$ cat src/rtl/lut_cfg_sequencer.sv
`default_nettype none
// ============================================================================
// Module      : lut_cfg_sequencer
// Description : Bank of runtime-reconfigurable K-input LUTs, loaded serially
//               (MSB first) from host words, with a registered evaluate port.
// Revision    : 1.0 - initial release
// ============================================================================
module lut_cfg_sequencer #(
    parameter int LUT_K   = 2,
    parameter int NUM_LUT = 4,
    parameter int IDX_W   = 2
) (
    input  logic                  clk,
    input  logic                  rst_n,
    input  logic                  cfg_valid,
    output logic                  cfg_ready,
    input  logic [IDX_W-1:0]      cfg_idx,
    input  logic [(2**LUT_K)-1:0] cfg_init,
    output logic                  cfg_done,
    output logic                  cfg_err,
    output logic                  busy,
    input  logic [IDX_W-1:0]      eval_idx,
    input  logic [LUT_K-1:0]      eval_i,
    output logic                  eval_o,
    output logic                  eval_vld
);

    localparam int c_W     = 2**LUT_K;
    localparam int c_CNT_W = (c_W > 1) ? $clog2(c_W) : 1;

    localparam logic [1:0] c_IDLE  = 2'd0;
    localparam logic [1:0] c_SHIFT = 2'd1;
    localparam logic [1:0] c_DONE  = 2'd2;

    logic [1:0]         r_state;
    logic [1:0]         w_state_nxt;
    logic               r_ready;
    logic               w_ready_nxt;
    logic [IDX_W-1:0]   r_tgt;
    logic [c_W-1:0]     r_shreg;
    logic [c_CNT_W-1:0] r_cnt;
    logic               r_eval_o;
    logic               r_eval_vld;

    logic               w_accept;
    logic               w_shift;
    logic               w_tgt_in_range;
    logic               w_eval_in_range;
    logic               w_eval_ok;
    logic [(2**IDX_W)-1:0] w_bits;

    assign w_accept        = cfg_valid && r_ready && (r_state == c_IDLE);
    assign w_shift         = (r_state == c_SHIFT);
    assign w_tgt_in_range  = ({1'b0, r_tgt} < (IDX_W+1)'(NUM_LUT));
    assign w_eval_in_range = ({1'b0, eval_idx} < (IDX_W+1)'(NUM_LUT));
    assign w_eval_ok       = w_eval_in_range && !(w_shift && (eval_idx == r_tgt));

    // State register; ready is registered so it stays low throughout reset.
    always_ff @(posedge clk) begin
        if (!rst_n) begin
            r_state <= c_IDLE;
            r_ready <= 1'b0;
        end else begin
            r_state <= w_state_nxt;
            r_ready <= w_ready_nxt;
        end
    end

    always_comb begin
        w_state_nxt = r_state;
        case (r_state)
            c_IDLE:  if (w_accept) w_state_nxt = c_SHIFT;
            c_SHIFT: if (r_cnt == '0) w_state_nxt = c_DONE;
            c_DONE:  w_state_nxt = c_IDLE;
            default: w_state_nxt = c_IDLE;
        endcase
    end

    always_comb begin
        w_ready_nxt = (w_state_nxt == c_IDLE);
        cfg_done    = (r_state == c_DONE);
        cfg_err     = (r_state == c_DONE) && !w_tgt_in_range;
        busy        = (r_state != c_IDLE);
    end

    assign cfg_ready = r_ready;

    always_ff @(posedge clk) begin
        if (!rst_n) begin
            r_tgt   <= '0;
            r_shreg <= '0;
            r_cnt   <= '0;
        end else if (w_accept) begin
            r_tgt   <= cfg_idx;
            r_shreg <= cfg_init;
            r_cnt   <= c_CNT_W'(c_W - 1);
        end else if (w_shift) begin
            r_shreg <= r_shreg << 1;
            if (r_cnt != '0) r_cnt <= r_cnt - c_CNT_W'(1);
        end
    end

    for (genvar g = 0; g < NUM_LUT; g++) begin : g_lut
        logic [c_W-1:0] r_lut;

        always_ff @(posedge clk) begin
            if (!rst_n) begin
                r_lut <= '0;
            end else if (w_shift && (r_tgt == IDX_W'(g))) begin
                r_lut <= {r_lut[c_W-2:0], r_shreg[c_W-1]};
            end
        end

        assign w_bits[g] = r_lut[eval_i];
    end

    // Unpopulated index slots read as 0; they are never loaded into eval_o.
    if ((2**IDX_W) > NUM_LUT) begin : g_pad
        for (genvar p = NUM_LUT; p < (2**IDX_W); p++) begin : g_pad_bit
            assign w_bits[p] = 1'b0;
        end
    end

    always_ff @(posedge clk) begin
        if (!rst_n) begin
            r_eval_o   <= 1'b0;
            r_eval_vld <= 1'b0;
        end else begin
            r_eval_vld <= w_eval_ok;
            if (w_eval_ok) r_eval_o <= w_bits[eval_idx];
        end
    end

    assign eval_o   = r_eval_o;
    assign eval_vld = r_eval_vld;

endmodule
`default_nettype wire
$ cat config.mk
export PLATFORM = sky130hd
export DESIGN_NAME = lut_cfg_sequencer
export DESIGN_NICKNAME = d
export VERILOG_FILES = /design/src/rtl/lut_cfg_sequencer.sv
export SDC_FILE = /design/constraint.sdc
export NUM_CORES = 1
export LEC_CHECK = 0
export CORE_ASPECT_RATIO = 1.5
export CORE_MARGIN = 3
export CORE_UTILIZATION = 40
export DETAILED_ROUTE_END_ITERATION = 8
export MAX_ROUTING_LAYER = met4
export SETUP_SLACK_MARGIN = 0.5
export SYNTH_ARGS = -nofsm -noshare
export SYNTH_HDL_FRONTEND = slang
export SYNTH_SLANG_ARGS = --single-unit
$ cat constraint.sdc
create_clock -name clk -period 1.5 [get_ports clk]
set_clock_uncertainty 0.2 [all_clocks]
set_input_delay 0.3 -clock clk [delete_from_list [all_inputs] [get_ports clk]]
set_output_delay 0.3 -clock clk [all_outputs]
set_load 0.02 [all_outputs]
## Word level (Yosys, flattened, before mapping)

Index checks and enable logic that the tools add are counted.

| operators by class | value |
|---|---|
| eq/ne operators | 6 |
| add/subtract/negate cells | 1 |
| mux-type cells | 18 |
| magnitude comparators | 2 |
| reduce and logical (&&, ||, !) cells | 17 |

Operator list:

| kind | number |
|---|---|
| $bmux 1 s2 | 5 |
| $mux 2 | 5 |
| $logic_not 2->1 | 4 |
| $mux 4 | 2 |
| $reduce_bool 2->1 | 4 |
| $logic_and 1x1->1 | 7 |
| $eq 2x2->1 const B | 3 |
| $lt 2x3->1 const B | 2 |
| $mux 1 | 5 |
| $eq 2x1->1 const B | 2 |
| $pmux 2 s2 | 1 |
| $eq 2x2->1 | 1 |
| $reduce_and 2->1 | 1 |
| $sub 2x1->2 const B | 1 |
| $logic_not 1->1 | 1 |

| storage, ports and cells | value |
|---|---|
| register bits | 29 |
| input bits | 13 |
| word-level logic and storage cells | 55 |

## Logic depth before layout (Yosys ltp)

| depth | value |
|---|---|
| depth after elaboration | 5 |
| depth in mapped cells | 6 |
| depth with buffers taken out | 6 |

## Worst setup path before layout

No wires, ideal clock.

| path | value |
|---|---|
| path type | register to register |
| from | register r_cnt[0] |
| to | register r_cnt[1] |
| stages on the path, launching flop included | 6 |
| arrival | 1.195 ns |
| path buffers | 0 |
| library setup time | 0.115 ns |
| data required time | 1.185 ns |
| slack | -0.009 ns |
| path through | dfxtp_1 inv_1 ha_1 nor3b_1 a21oi_1 o21a_1 |

| on the way | value |
|---|---|
| cells in the longest elaborated chain, start to end | 4 |

RTL lines:

| what | RTL line | text |
|---|---|---|
| start: declaration | 41 | `logic [c_CNT_W-1:0] r_cnt;` |
| start signal: assignment | 96 | `r_cnt <= c_CNT_W'(c_W - 1);` |
| start signal: assignment | 99 | `if (r_cnt != '0) r_cnt <= r_cnt - c_CNT_W'(1);` |
| $sub 2x1->2 | 99 |  |
| $mux 2 | 99 |  |
| $mux 2 | 97 | `end else if (w_shift) begin` |
| $mux 2 | 93 | `end else if (w_accept) begin` |

Parallel ways exist; a longest one is shown, timed or not. The select of a mux whose other input is x is not followed.
A chain may end at the register's enable or synchronous reset.

## Worst setup path in the final report

| path | value |
|---|---|
| from | register r_state[1] |
| to | register g_lut[2].r_lut[0] |

| on the way | value |
|---|---|
| cells in the longest elaborated chain, start to end | 2 |

RTL lines:

| what | RTL line | text |
|---|---|---|
| start: declaration | 35 | `logic [1:0] r_state;` |
| start signal: assignment | 61 | `r_state <= c_IDLE;` |
| start signal: assignment | 64 | `r_state <= w_state_nxt;` |
| $eq 2x1->1 | 53 | `assign w_shift = (r_state == c_SHIFT);` |
| $logic_and 1x1->1 | 109 | `end else if (w_shift && (r_tgt == IDX_W'(g))) begin` |
| end signal: assignment | 110 | `r_lut <= {r_lut[c_W-2:0], r_shreg[c_W-1]};` |
| end: declaration | 104 | `logic [c_W-1:0] r_lut;` |

No other way between the ends.

==> reports/qor.csv <==
metric;value;unit
status;finished, violations left;
failing checks;negative setup slack;
post-layout util;0.605;
sequential share of the synthesized area;0.435;
H-tree depth;2;
post-synthesis cell type count;32;
clock network power share;0.358;
DRT Pass-1 Iters;4;
FF+latch count, synth;29;
DP HPWL;1.87;mm
Die X;53.2;µm
Net Sw Frac;0.248;
Cell Rows;25;
WHS Endpoint;r_shreg[1]$_SDFFE_PN0P_;
placed cells;188;
CP Buf/Inv Count;1;
wire per inst;12.5;µm
Tcrit/Tclk final;1.03;
Final setup viols;8;
Die Ht;76.8;µm
die area;4080;µm²
Logic pwr share;0.159;
clk buf depth;2;
Final GP Congestion;0.742;
Switching Power;0.422;mW
Critical R2R Capture;g_lut[2].r_lut[0]$_SDFFE_PN0P_;
min cycle time layout;1550;ps
Slowest-stage cell, CP;dfxtp_2;
Final #Nets;180;
Hold Path Class;reg -> reg;
Power Density;880;nW/µm²
R2R Path Start;r_state[1]$_SDFF_PN0_;
Peak VDD IR;0.000694;V
Post-synth ARST share;0;
clock latency on the worst-skew pair;280;ps
CP top delay family;simple AND/OR/NAND/NOR gates;
internal reg-to-reg setup slack;-50;ps
CTS buffer count;5;
I/O Buffers;17;
commonest non-fill, non-tap cell in the layout;mux2i_1;
share of layout cells above drive strength 1;0.437;
Synth Net Count;138;
hold depth;2;
Final Hold Viols;0;
critical path required time;1460;ps
clock sink count;29;
Max-cap violations;0;
initial antenna violation count;0;
maximum number of pins on one net before global-route repair;13;
Min-Delay Startpoint;r_shreg[1]$_SDFFE_PN0P_;
Slew Limit Fails;0;
CP startpoint kind;flip-flop;
Hold Buf Count CTS;0;
count of boundary I/O pins;19;
antenna cell count;0;
cell leakage power;0.726;nW
most frequent cells in the layout;20 x mux2i_1, 18 x nor2b_1, 16 x buf_4;
core box area;3190;µm²
crit-path max FO;4;
vias in the first global route;1052;
Setup TNS Final;-281;ps
Final WS setup;-47.5;ps
f_max;0.646;GHz
FF-to-FF path depth;5;
drt total wl;2.59;mm
Vias;995;
CP Capture Type;flip-flop;
Worst EP arrival;1510;ps
Root Buffer;clkbuf_8;
Largest stage delay, worst path;340;ps
All-Layer GR Usage;0.155;
Vias/cell;4.81;
DRT antenna net count;0;
1st-iter DRT viols;6;
layout overhead on the synthesized area;44.5;%
CTS tree;yes;
Post-synth EDFFs;0;
syn_area_per_cell;10.8;µm²
Cell Count, Final, Fillers Out;207;
Top FF cell, synth;dfxtp_1;
DRC;0;
initial core utilization;0.418;
grt ovf;0;
global-route wire length before repair;4.55;mm
Seq pwr share;0.483;
CP Class;reg -> reg;
Power, Total;1.70;mW
Synthesis Warnings;0;
Post-Place Worst Slack;-646;ps
CP Cell Sequence;buf_6 -> nand2b_4 -> nor3b_4 -> mux2i_1 -> nor2b_1;
unrepaired setup endpoints after global routing;true;
Reg clk slew, reported paths;60;ps
Synth Instances;124;
Syn Std Cell Area;1340;µm²
internal power;1.28;mW
worst register-to-register path, stage by stage, from the launching register on:
cell and delay, ps:
dfxtp_2 340, buf_6 120, nand2b_4 170, nor3b_4 310, mux2i_1 240, nor2b_1 60
kinds of logic after synthesis:
kind of cell	synth area share
adders and majority gates	0.00937
muxes	0.217
xor gates and xnor gates	0.0197
AOI/OAI and AO/OA	0.0768
buffers and inverters	0.0262
and+or+nand+nor	0.213
other	0.00281
DFF	0.435
synth_stat cells, drive strengths merged, types with 7 or more instances:
| library cell | n | area share |
|---|---|---|
| mux2i | 20 | 0.15 |
| nand2 | 7 | 0.020 |
| nor2b | 19 | 0.089 |
| dfxtp | 29 | 0.43 |
state kept, by name, summed over array words and instances (netlist names):
signal / count
cfg_ready: 1
eval_o: 1
eval_vld: 1
g_lut.r_lut: 16
r_cnt: 2
r_shreg: 4
r_state: 2
r_tgt: 2
layer usage:
layer,vias up,GRT usage,share of wire
li1,512,-,-
met1,457,0.172,0.40
met2,20,0.249,0.54
met3,6,0.0408,0.037
met4,0,0.0767,0.022
met5,-,-,0
what timing repair did:
item                                    in CTS  in global routing
resized for setup                           54                  7
endpoints found under the setup margin      34                 34
pin swaps                                   13                  7
buffers inserted                             7                  4
how the worst max path moves through the flow:
stage / cells past startpoint / endpoint / startpoint
3_5_place_dp: 5 / eval_o$_SDFFE_PN0N_ / eval_i[0]
3_3_place_gp: 5 / eval_o$_SDFFE_PN0N_ / eval_i[0]
5_1_grt: 5 / g_lut[1].r_lut[0]$_SDFFE_PN0P_ / r_state[1]$_SDFF_PN0_
2_1_floorplan: 4 / eval_o$_SDFFE_PN0N_ / eval_i[0]
4_1_cts: 5 / g_lut[2].r_lut[0]$_SDFFE_PN0P_ / r_state[1]$_SDFF_PN0_
6_report: 5 / g_lut[2].r_lut[0]$_SDFFE_PN0P_ / r_state[1]$_SDFF_PN0_
cell type report:
class                      instances  area [µm²]
clock inverter                     3        17.5
inverter                           3        11.3
tap                               40        50.0
clock buffer                       5        68.8
fill                             292        1260
sequential                        29         602
multi-input combinational         87         797
timing repair buffer              40         383
per-stage QoR:
step | hold slack (ps) | area [µm²]
floorplan | 241 | 1400
global placement | 250 | 1680
detailed placement | 275 | 1680
CTS | 270 | 1880
global route | 287 | 1930
finish | 259 | 1930
power by group through the flow:
stage	clock, mW	combinational (mW)	sequential, mW
2_1_floorplan	0	0.126	0.839
3_3_place_gp	0	0.222	0.833
3_5_place_dp	0	0.224	0.835
4_1_cts	0.634	0.257	0.820
5_1_grt	0.670	0.294	0.823
6_report	0.608	0.270	0.821
(Power assumes the default switching activity.)
